### config.mk
export PLATFORM = sky130hd
export DESIGN_NAME = next_pc_logic
export DESIGN_NICKNAME = d
export VERILOG_FILES = /design/src/rtl/riscv_pkg.sv /design/src/rtl/pc_adder.sv /design/src/rtl/next_pc_logic.sv
export SDC_FILE = /design/constraint.sdc
export NUM_CORES = 1
export LEC_CHECK = 0
export CORE_MARGIN = 8
export CORE_UTILIZATION = 50
export DETAILED_ROUTE_END_ITERATION = 6
export PLACE_DENSITY = 0.86
export SLEW_MARGIN = 10
export SYNTH_ARGS = -nofsm -noshare
export SYNTH_HDL_FRONTEND = slang
export SYNTH_SLANG_ARGS = --single-unit
### constraint.sdc
create_clock -name clk -period 11.9 [get_ports clk]
set_input_delay 2.975 -clock clk [delete_from_list [all_inputs] [get_ports clk]]
set_output_delay 2.975 -clock clk [all_outputs]
set_load 0.01 [all_outputs]
### src/rtl/riscv_pkg.sv
// Shared RV32I core constants: datapath width, reset vector, sequential step, PC source encoding.
package riscv_pkg;

    localparam int          XLEN         = 32;
    localparam logic [31:0] RESET_VECTOR = 32'h0000_0000;
    localparam int          PC_INC       = 4;

    localparam logic PCSRC_SEQ    = 1'b0;
    localparam logic PCSRC_BRANCH = 1'b1;

endpackage

### src/rtl/pc_adder.sv
// Unsigned WIDTH-bit adder, modulo 2^WIDTH; carry-out is dropped.
// Purely combinational, zero latency, no flow control.
module pc_adder #(
    parameter int WIDTH = 32
) (
    input  logic [WIDTH-1:0] a,
    input  logic [WIDTH-1:0] b,
    output logic [WIDTH-1:0] sum
);

    assign sum = a + b;

endmodule

### src/rtl/next_pc_logic.sv
// Next-PC select (PC+4 or PC+ImmExt) with misalignment flag; combinational NextPC, pc_q one edge later.
// No backpressure: pc_en=0 stalls pc_q, synchronous active-low reset wins over pc_en.
module next_pc_logic #(
    parameter int               XLEN         = riscv_pkg::XLEN,
    parameter logic [XLEN-1:0]  RESET_VECTOR = riscv_pkg::RESET_VECTOR,
    parameter int               PC_INC       = riscv_pkg::PC_INC
) (
    input  logic            clk,
    input  logic            rst_n,
    input  logic            pc_en,
    input  logic [XLEN-1:0] PC,
    input  logic [XLEN-1:0] ImmExt,
    input  logic            PCSrc,
    output logic [XLEN-1:0] NextPC,
    output logic [XLEN-1:0] pc_q,
    output logic            misaligned
);

    import riscv_pkg::*;

    localparam logic [XLEN-1:0] INC_STEP = XLEN'(PC_INC);

    logic [XLEN-1:0] seqTarget;
    logic [XLEN-1:0] branchTarget;

    pc_adder #(.WIDTH(XLEN)) uSeqAdder (
        .a   (PC),
        .b   (INC_STEP),
        .sum (seqTarget)
    );

    pc_adder #(.WIDTH(XLEN)) uBranchAdder (
        .a   (PC),
        .b   (ImmExt),
        .sum (branchTarget)
    );

    assign NextPC = (PCSrc == PCSRC_BRANCH) ? branchTarget : seqTarget;

    // Informative only: the trap unit decides what to do with a misaligned target.
    assign misaligned = |NextPC[1:0];

    always_ff @(posedge clk) begin
        if (!rst_n) begin
            pc_q <= RESET_VECTOR;
        end else if (pc_en) begin
            pc_q <= NextPC;
        end
    end

endmodule

Word-level counts from Yosys, hierarchy flattened
Cells that the tools add are included.
{"block": "totals", "regBits": 32, "input_bits": 68, "output_inout_bits": 65, "word_cells": 5}
{"block": "op_classes", "add_sub_neg": 2, "mux": 1, "reduce_logical": 1}
{"operator": "32-bit by 3-bit adder with 32-bit output (second input constant)", "n": 1}
{"operator": "32-bit adder", "n": 1}
{"operator": "32-bit two-way mux", "n": 1}
{"operator": "2-bit OR reduction", "n": 1}

Depth between registers and ports, before layout
Gate-level depths: netlist (run 1).
{"block": "logic_depth", "ltp_word": 3, "mapped_depth": 11, "depth_no_buf": 11}

Modules after synthesis
Synthesis (run 1) repeated with hierarchy kept, for this count alone.
{"block": "unflattened", "hier_cells": 624, "hier_area_um2": 5186.2}
{"mod": "pc_adder (uBranchAdder)", "instances": 1, "cells_each": 241, "area_per_inst_um2": 1744.2, "seq_area_each_um2": 0.0}
{"mod": "pc_adder (uSeqAdder)", "instances": 1, "cells_each": 236, "area_per_inst_um2": 1725.4, "seq_area_each_um2": 0.0}
{"mod": "next_pc_logic", "instances": 1, "cells_each": 147, "area_per_inst_um2": 1716.6, "seq_area_each_um2": 640.6}

Worst setup path after synthesis (run 1)
OpenSTA, ideal clock, no wires.
{"block": "synth_path", "path_type": "input port to output port", "start": "input PC[0]", "end": "output NextPC[26]", "t_arrival_ns": 5.448, "required_time_ns": 8.925, "setup_slack_ns": 3.477, "path_stages": 10, "n_path_buf": 0, "cell_sequence": "ha_1 -> fa_1 -> a211oi_1 -> o21bai_1 -> a2111oi_0 -> o21ai_1 -> a41oi_1 -> o21bai_1 -> xnor2_1 -> mux2i_1"}
{"block": "synth_between", "elab_chain_cells": 2, "word_cells_on_any_way": 3}
{"element": "start: declaration", "line": "next_pc_logic.sv:11", "rtl": "input logic [XLEN-1:0] PC,"}
{"element": "32-bit by 3-bit adder with 32-bit output or 32-bit adder (tied branches)", "line": "pc_adder.sv:11", "rtl": "assign sum = a + b;"}
{"element": "32-bit two-way mux *", "line": "next_pc_logic.sv:38", "rtl": "assign NextPC = (PCSrc == PCSRC_BRANCH) ? branchTarget : seqTarget;"}
{"element": "end: declaration", "line": "next_pc_logic.sv:14", "rtl": "output logic [XLEN-1:0] NextPC,"}
Every way passes the cells marked *; elsewhere a longest branch is shown, timed or not.

Worst setup path in the final report (run 1)
Ends and elaborated chain as after synthesis.

==> results.json, run 1 <==
{
  "synth_seq_cells": 32,
  "largest_reg_flops": 32,
  "ys.flop_type": "dfxtp_1",
  "antenna_found_initial": 0,
  "dieArea_mm2": 0.01051,
  "synth_nets": 601,
  "worst-setup-path-type": "primary input to output pin",
  "grt_overflow_total": 0,
  "yosysWarnings": 0,
  "vdd_drop_max_uv": 47.67,
  "yosysTopAreaCellShare": 0.1711,
  "track_usage": 0.2532,
  "synth_top_cell_by_area": "dfxtp_1",
  "hp-class": "register to register",
  "cts-resized-gates": 0,
  "slew_viol_final": 0,
  "synth_edf_count": 0,
  "n_antenna_cell": 0,
  "finalCritPeriodShare": 0.8336,
  "first_pass_iters": 7,
  "tns_ns": 0,
  "cp.arrival_ns": 6.94,
  "fin_nets": 720,
  "fin_skew_ns": 0,
  "placed_area_mm2": 0.005111,
  "power_density_mw_per_mm2": 91.55,
  "ant_nets": 0,
  "maxCapViolCount": 0,
  "vias_per_cell": 5.961,
  "synth_area_leaders": "dfxtp_1 17%, ha_1 11%, nor2_1 6.3%",
  "wl_per_cell_um": 18.94,
  "core_mm2": 0.007253,
  "tightest_slew_ns": 0.7981,
  "clock_sinks": 32,
  "cp-start-kind": "primary input",
  "numCtsBuffers": 5,
  "yosysMostFrequentCell": "nor2_1",
  "synth_common_cells": "63 x nor2_1, 40 x a21oi_1, 37 x nand2_1",
  "fmax_mhz": 100.8,
  "grt_pass1_wl_um": 20960,
  "min_period_ns": 9.920,
  "post-cts-setup-buffers": 0,
  "via_count": 4286,
  "crit_path_max_fanout": 4,
  "die_w_um": 102.5,
  "synthToLayoutAreaGrowth_pct": 39.51,
  "grt_max_degree": 57,
  "dieHeight_um": 102.5,
  "dpl.hpwl_um": 11060,
  "syn_area_per_cell_um2": 7.487,
  "syn_area_mm2": 0.003744,
  "dp_cells": 711,
  "final_cells": 719,
  "clkTransAtPathRegs_ns": 0.07,
  "required_ns": 8.93,
  "regMostFlops": "pc_q",
  "gp_congestion": 0.9857,
  "cts_tree": "yes",
  "wirelength_um": 13620,
  "ys_seq_area_frac": 0.1711,
  "rsz0062_at_grt": "no",
  "layout-drive-gt1-share": 0.03871,
  "total_power_mw": 0.4781,
  "insertion_delay_ns": 0.29,
  "portBuffers": 132,
  "nFillCells": 612,
  "cts_buffer_depth": 2,
  "cts_root_buffer": "clkbuf_8",
  "status": "completed",
  "ios": 133,
  "drt_iter0_drc": 289,
  "async_flop_share": 0,
  "postCtsHoldBufs": 0,
  "yosysUniqueCellTypes": 67,
  "htree_levels": 2,
  "hold_viol_final": 0,
  "crit_path_end_kind": "output pin",
  "setup_viol": 0,
  "syn_inst": 500,
  "reg.largest.list": "pc_q (32)",
  "max_slew_margin": 0.4646,
  "std_cell_rows": 31,
  "grt_pass1_vias": 4072,
  "drc_errors": 0,
  "leakagePower_nw": 2.133,
  "fin_area_mm2": 0.005223,
  "initial_core_util": 0.5161
}
layer usage:
layer / vias to the layer above / wire length [um] / GRT usage
li1: 2071 / - / -
met1: 1996 / 5832 / 0.3255
met2: 194 / 6451 / 0.4266
met3: 25 / 1030 / 0.03106
met4: 0 / 301 / 0.08352
met5: - / 0 / 0
final cells by class:
cell class,count,area (um^2),share of cell area
Clock buffer,5,68.82,0.01318
Clock inverter,3,42.54,0.008146
Inverter,15,56.30,0.01078
Multi-Input combinational cell,431,2959,0.5666
Sequential cell,32,640.6,0.1227
Tap cell,99,123.9,0.02372
Timing Repair Buffer,134,1331,0.2549
cells in the final DEF (no fill, tap or decap), drive strengths merged, types with 3 or more instances in the layout:
cell type,instances
xor2,25
nor2,63
mux2i,21
o21a,9
a41oi,3
a21oi,41
and4,5
a21o,16
clkinv,3
buf,3
clkdlybuf4s50,131
a31oi,4
clkbuf,5
nand2,37
and3,10
or3,3
dfxtp,32
nand3,22
ha,32
inv,13
nand4,13
o21ai,33
xnor2,24
a211oi,12
nor2b,4
o21bai,5
a2111oi,3
nor3,9
through the flow:
| step | hold WS, ns | setup WS, ns | utilization |
|---|---|---|---|
| floorplan | 0.4884 | 3.477 | - |
| global placement | 0.4554 | 2.175 | 0.7047 |
| detailed placement | 0.4685 | 2.033 | 0.7047 |
| CTS | 0.4878 | 2.007 | 0.7200 |
| global route | 0.5231 | 1.770 | 0.7200 |
| finish | 0.4847 | 1.980 | 0.7200 |
report_power, final:
| group | total [mW] | internal (mW) | switching (mW) | leakage, nW |
|---|---|---|---|---|
| clock network | 0.106 | 0.0619 | 0.0437 | 0.0541 |
| registers | 0.122 | 0.117 | 0.00499 | 0.265 |
| logic | 0.251 | 0.121 | 0.129 | 1.81 |
critical path, cell delays in order:
cell	delay, ns
clkdlybuf4s50_1	0.42
ha_1	0.27
fa_1	0.45
a211oi_1	0.37
o21bai_1	0.21
a2111oi_0	0.61
o21ai_1	0.26
a41oi_1	0.36
o21bai_1	0.14
xnor2_1	0.15
mux2i_1	0.14
clkdlybuf4s50_1	0.58
cells by family after synthesis:
logic type	after synthesis	share of synthesized area
fa+ha+maj	33	0.1123
flops	32	0.1711
xor+xnor	49	0.1146
mux	22	0.05916
buf+inv	37	0.03844
compound gates	151	0.2811
simple gates	176	0.2233
path summary, 6_finish.rpt:
kind,from,end,slack (ns),depth (start not counted)
worst max-delay path,PC[0],NextPC[26],1.98,12
worst min register to register,pc_q[0],pc_q[0],0.48,2
worst max register to register,pc_q[16],pc_q[16],11.11,2
worst min-delay path,pc_q[0],pc_q[0],0.48,2
No activity file was read; power rests on OpenSTA's default activity.
==> run 2: changes to the inputs <==
- CORE_UTILIZATION: 50 -> 42
- PLACE_DENSITY: 0.86 -> 0.77
- clock period: 11.9 -> 8.6 ns (I/O delays scaled with it)
==> results.json, run 2 (synthesis gave the netlist of run 1 again) <==
{
  "drc_errors": 0,
  "dpl.hpwl_um": 10640,
  "dieArea_mm2": 0.01219,
  "synthToLayoutAreaGrowth_pct": 40.21,
  "required_ns": 6.45,
  "cts_tree": "yes",
  "initial_core_util": 0.4314,
  "power_density_mw_per_mm2": 125.3,
  "final_cell_mix": "131 x clkdlybuf4s50_1, 63 x nor2_1, 40 x a21oi_1, 37 x nand2_1",
  "cp_slowest_stage_delay_ns": 0.58,
  "gp_congestion": 0.9223,
  "clkTransAtPathRegs_ns": 0.08,
  "fmax_mhz": 123.6,
  "portBuffers": 132,
  "post-cts-setup-buffers": 0,
  "antenna_found_initial": 0,
  "largest_reg_flops": 32,
  "vias_per_cell": 5.726,
  "maxCapViolCount": 0,
  "hp-class": "register to register",
  "crit_path_max_fanout": 4,
  "postCtsHoldBufs": 0,
  "numCtsBuffers": 5,
  "fin_skew_ns": 0,
  "htree_levels": 2,
  "rsz0062_at_grt": "no",
  "die_w_um": 110.4,
  "hold_path_end": "pc_q[0]",
  "wirelength_um": 13140,
  "nFillCells": 840,
  "vdd_drop_max_uv": 76.85,
  "tns_ns": 0,
  "clkPwrFrac": 0.227,
  "insertion_delay_ns": 0.29,
  "dieHeight_um": 110.4,
  "wl_met1_um": 6137,
  "hold_depth": 2,
  "comb_power_share": 0.517,
  "reg2reg_from": "pc_q[16]",
  "status": "completed",
  "seq_power_share": 0.256,
  "final_common_cell": "clkdlybuf4s50_1",
  "r2r_cells": 2,
  "via_count": 4180,
  "fin_nets": 722,
  "grt_pass1_wl_um": 21620,
  "crit_path_end_kind": "output pin",
  "layout-drive-gt1-share": 0.04180,
  "hp-start": "pc_q[0]",
  "leakagePower_nw": 2.143,
  "wl_met2_um": 6075,
  "reg.largest.list": "pc_q (32)",
  "min_period_ns": 8.089,
  "grt_pass1_vias": 4245,
  "dr_wl_met3_um": 615,
  "worst_path_max_delay_cell": "clkdlybuf4s50_1",
  "wl_per_cell_um": 18.00,
  "internal_power_mw": 0.4159,
  "slew_viol_final": 0,
  "drt_iter0_drc": 195,
  "cp.arrival_ns": 5.94,
  "whs_ns": 0.4931,
  "regMostFlops": "pc_q",
  "track_usage": 0.2065,
  "setup_viol": 0,
  "tightest_slew_ns": 0.9307,
  "startpoint": "PC[0]",
  "cts_root_buffer": "clkbuf_8",
  "crit_chain": "clkdlybuf4s50_1 > ha_1 > fa_1 > a211oi_1 > o21bai_1 > a2111oi_0 > buf_4 > o21ai_1 > a41oi_1 > o21bai_1 > xnor2_1 > mux2i_1 > clkdlybuf4s50_1",
  "ios": 133,
  "dr.max_layer_used": "met4",
  "grt_max_degree": 56,
  "std_cell_rows": 34,
  "cts-resized-gates": 0,
  "finalCritPeriodShare": 0.9406,
  "hold_viol_final": 0,
  "ant_nets": 0,
  "worst-setup-path-type": "primary input to output pin",
  "reg2reg_to": "pc_q[16]",
  "max_slew_margin": 0.3757,
  "first_pass_iters": 4,
  "switching_power_mw": 0.2419,
  "swShare": 0.3677,
  "n_antenna_cell": 0,
  "reg2reg_slack_ns": 7.82,
  "grt_overflow_total": 0,
  "core_mm2": 0.008678,
  "cts_buffer_depth": 2,
  "clock_sinks": 32,
  "cp-start-kind": "primary input"
}
## run 2: cell count changes in the layout (fill, tap and decap cells not counted)
cell	before	now
buf_4	2	4
## run 2: worst max path at each step
| stage | cells after the start | slack, ns | to |
|---|---|---|---|
| after global routing | 13 | 0.34 | NextPC[26] |
| final | 13 | 0.51 | NextPC[26] |
| after CTS | 13 | 0.53 | NextPC[26] |
| after floorplan | 10 | 1.83 | NextPC[26] |
| after detailed placement | 13 | 0.56 | NextPC[26] |
| after global placement | 13 | 0.62 | NextPC[26] |
## run 2: cell type report
type	instances	area [um^2]	share of cell area
sequential	32	640.6	0.1221
timing repair buffer	136	1346	0.2565
clock buffer	5	68.82	0.01311
clock inverter	3	42.54	0.008105
multi-input combinational	431	2959	0.5638
inverter	15	56.30	0.01073
tap	108	135.1	0.02575
## run 2: through the flow
stage	instance area, um^2	util	setup slack, ns	power (mW)	instances
3_5_place_dp	5137	0.5920	0.5617	0.5094	722
3_3_place_gp	5137	0.5920	0.6189	0.5060	722
2_1_floorplan	3744	-	1.827	0.3571	500
5_1_grt	5249	0.6048	0.3445	0.6991	730
6_report	5249	0.6048	0.5107	0.6578	730
4_1_cts	5249	0.6048	0.5342	0.6612	730
## run 2: worst max-delay path, delay by kind of cell
kind | cells | cell delay (ns)
mux | 1 | 0.18
buf+inv | 3 | 1.21
compound gates | 6 | 1.54
xor+xnor | 1 | 0.15
fa+ha+maj | 2 | 0.71
## run 2: per-layer routing
layer | GRT usage | up-vias
li1 | - | 2084
met1 | 0.2636 | 1937
met2 | 0.3458 | 141
met3 | 0.03084 | 18
met4 | 0.06667 | 0
met5 | 0 | -
## run 2: power by group through the flow
stage	sequential, mW	clock, mW	combinational (mW)
finish	0.168	0.150	0.340
global route	0.170	0.160	0.369
CTS	0.168	0.153	0.340
detailed placement	0.171	0	0.338
global placement	0.171	0	0.335
floorplan	0.177	0	0.180
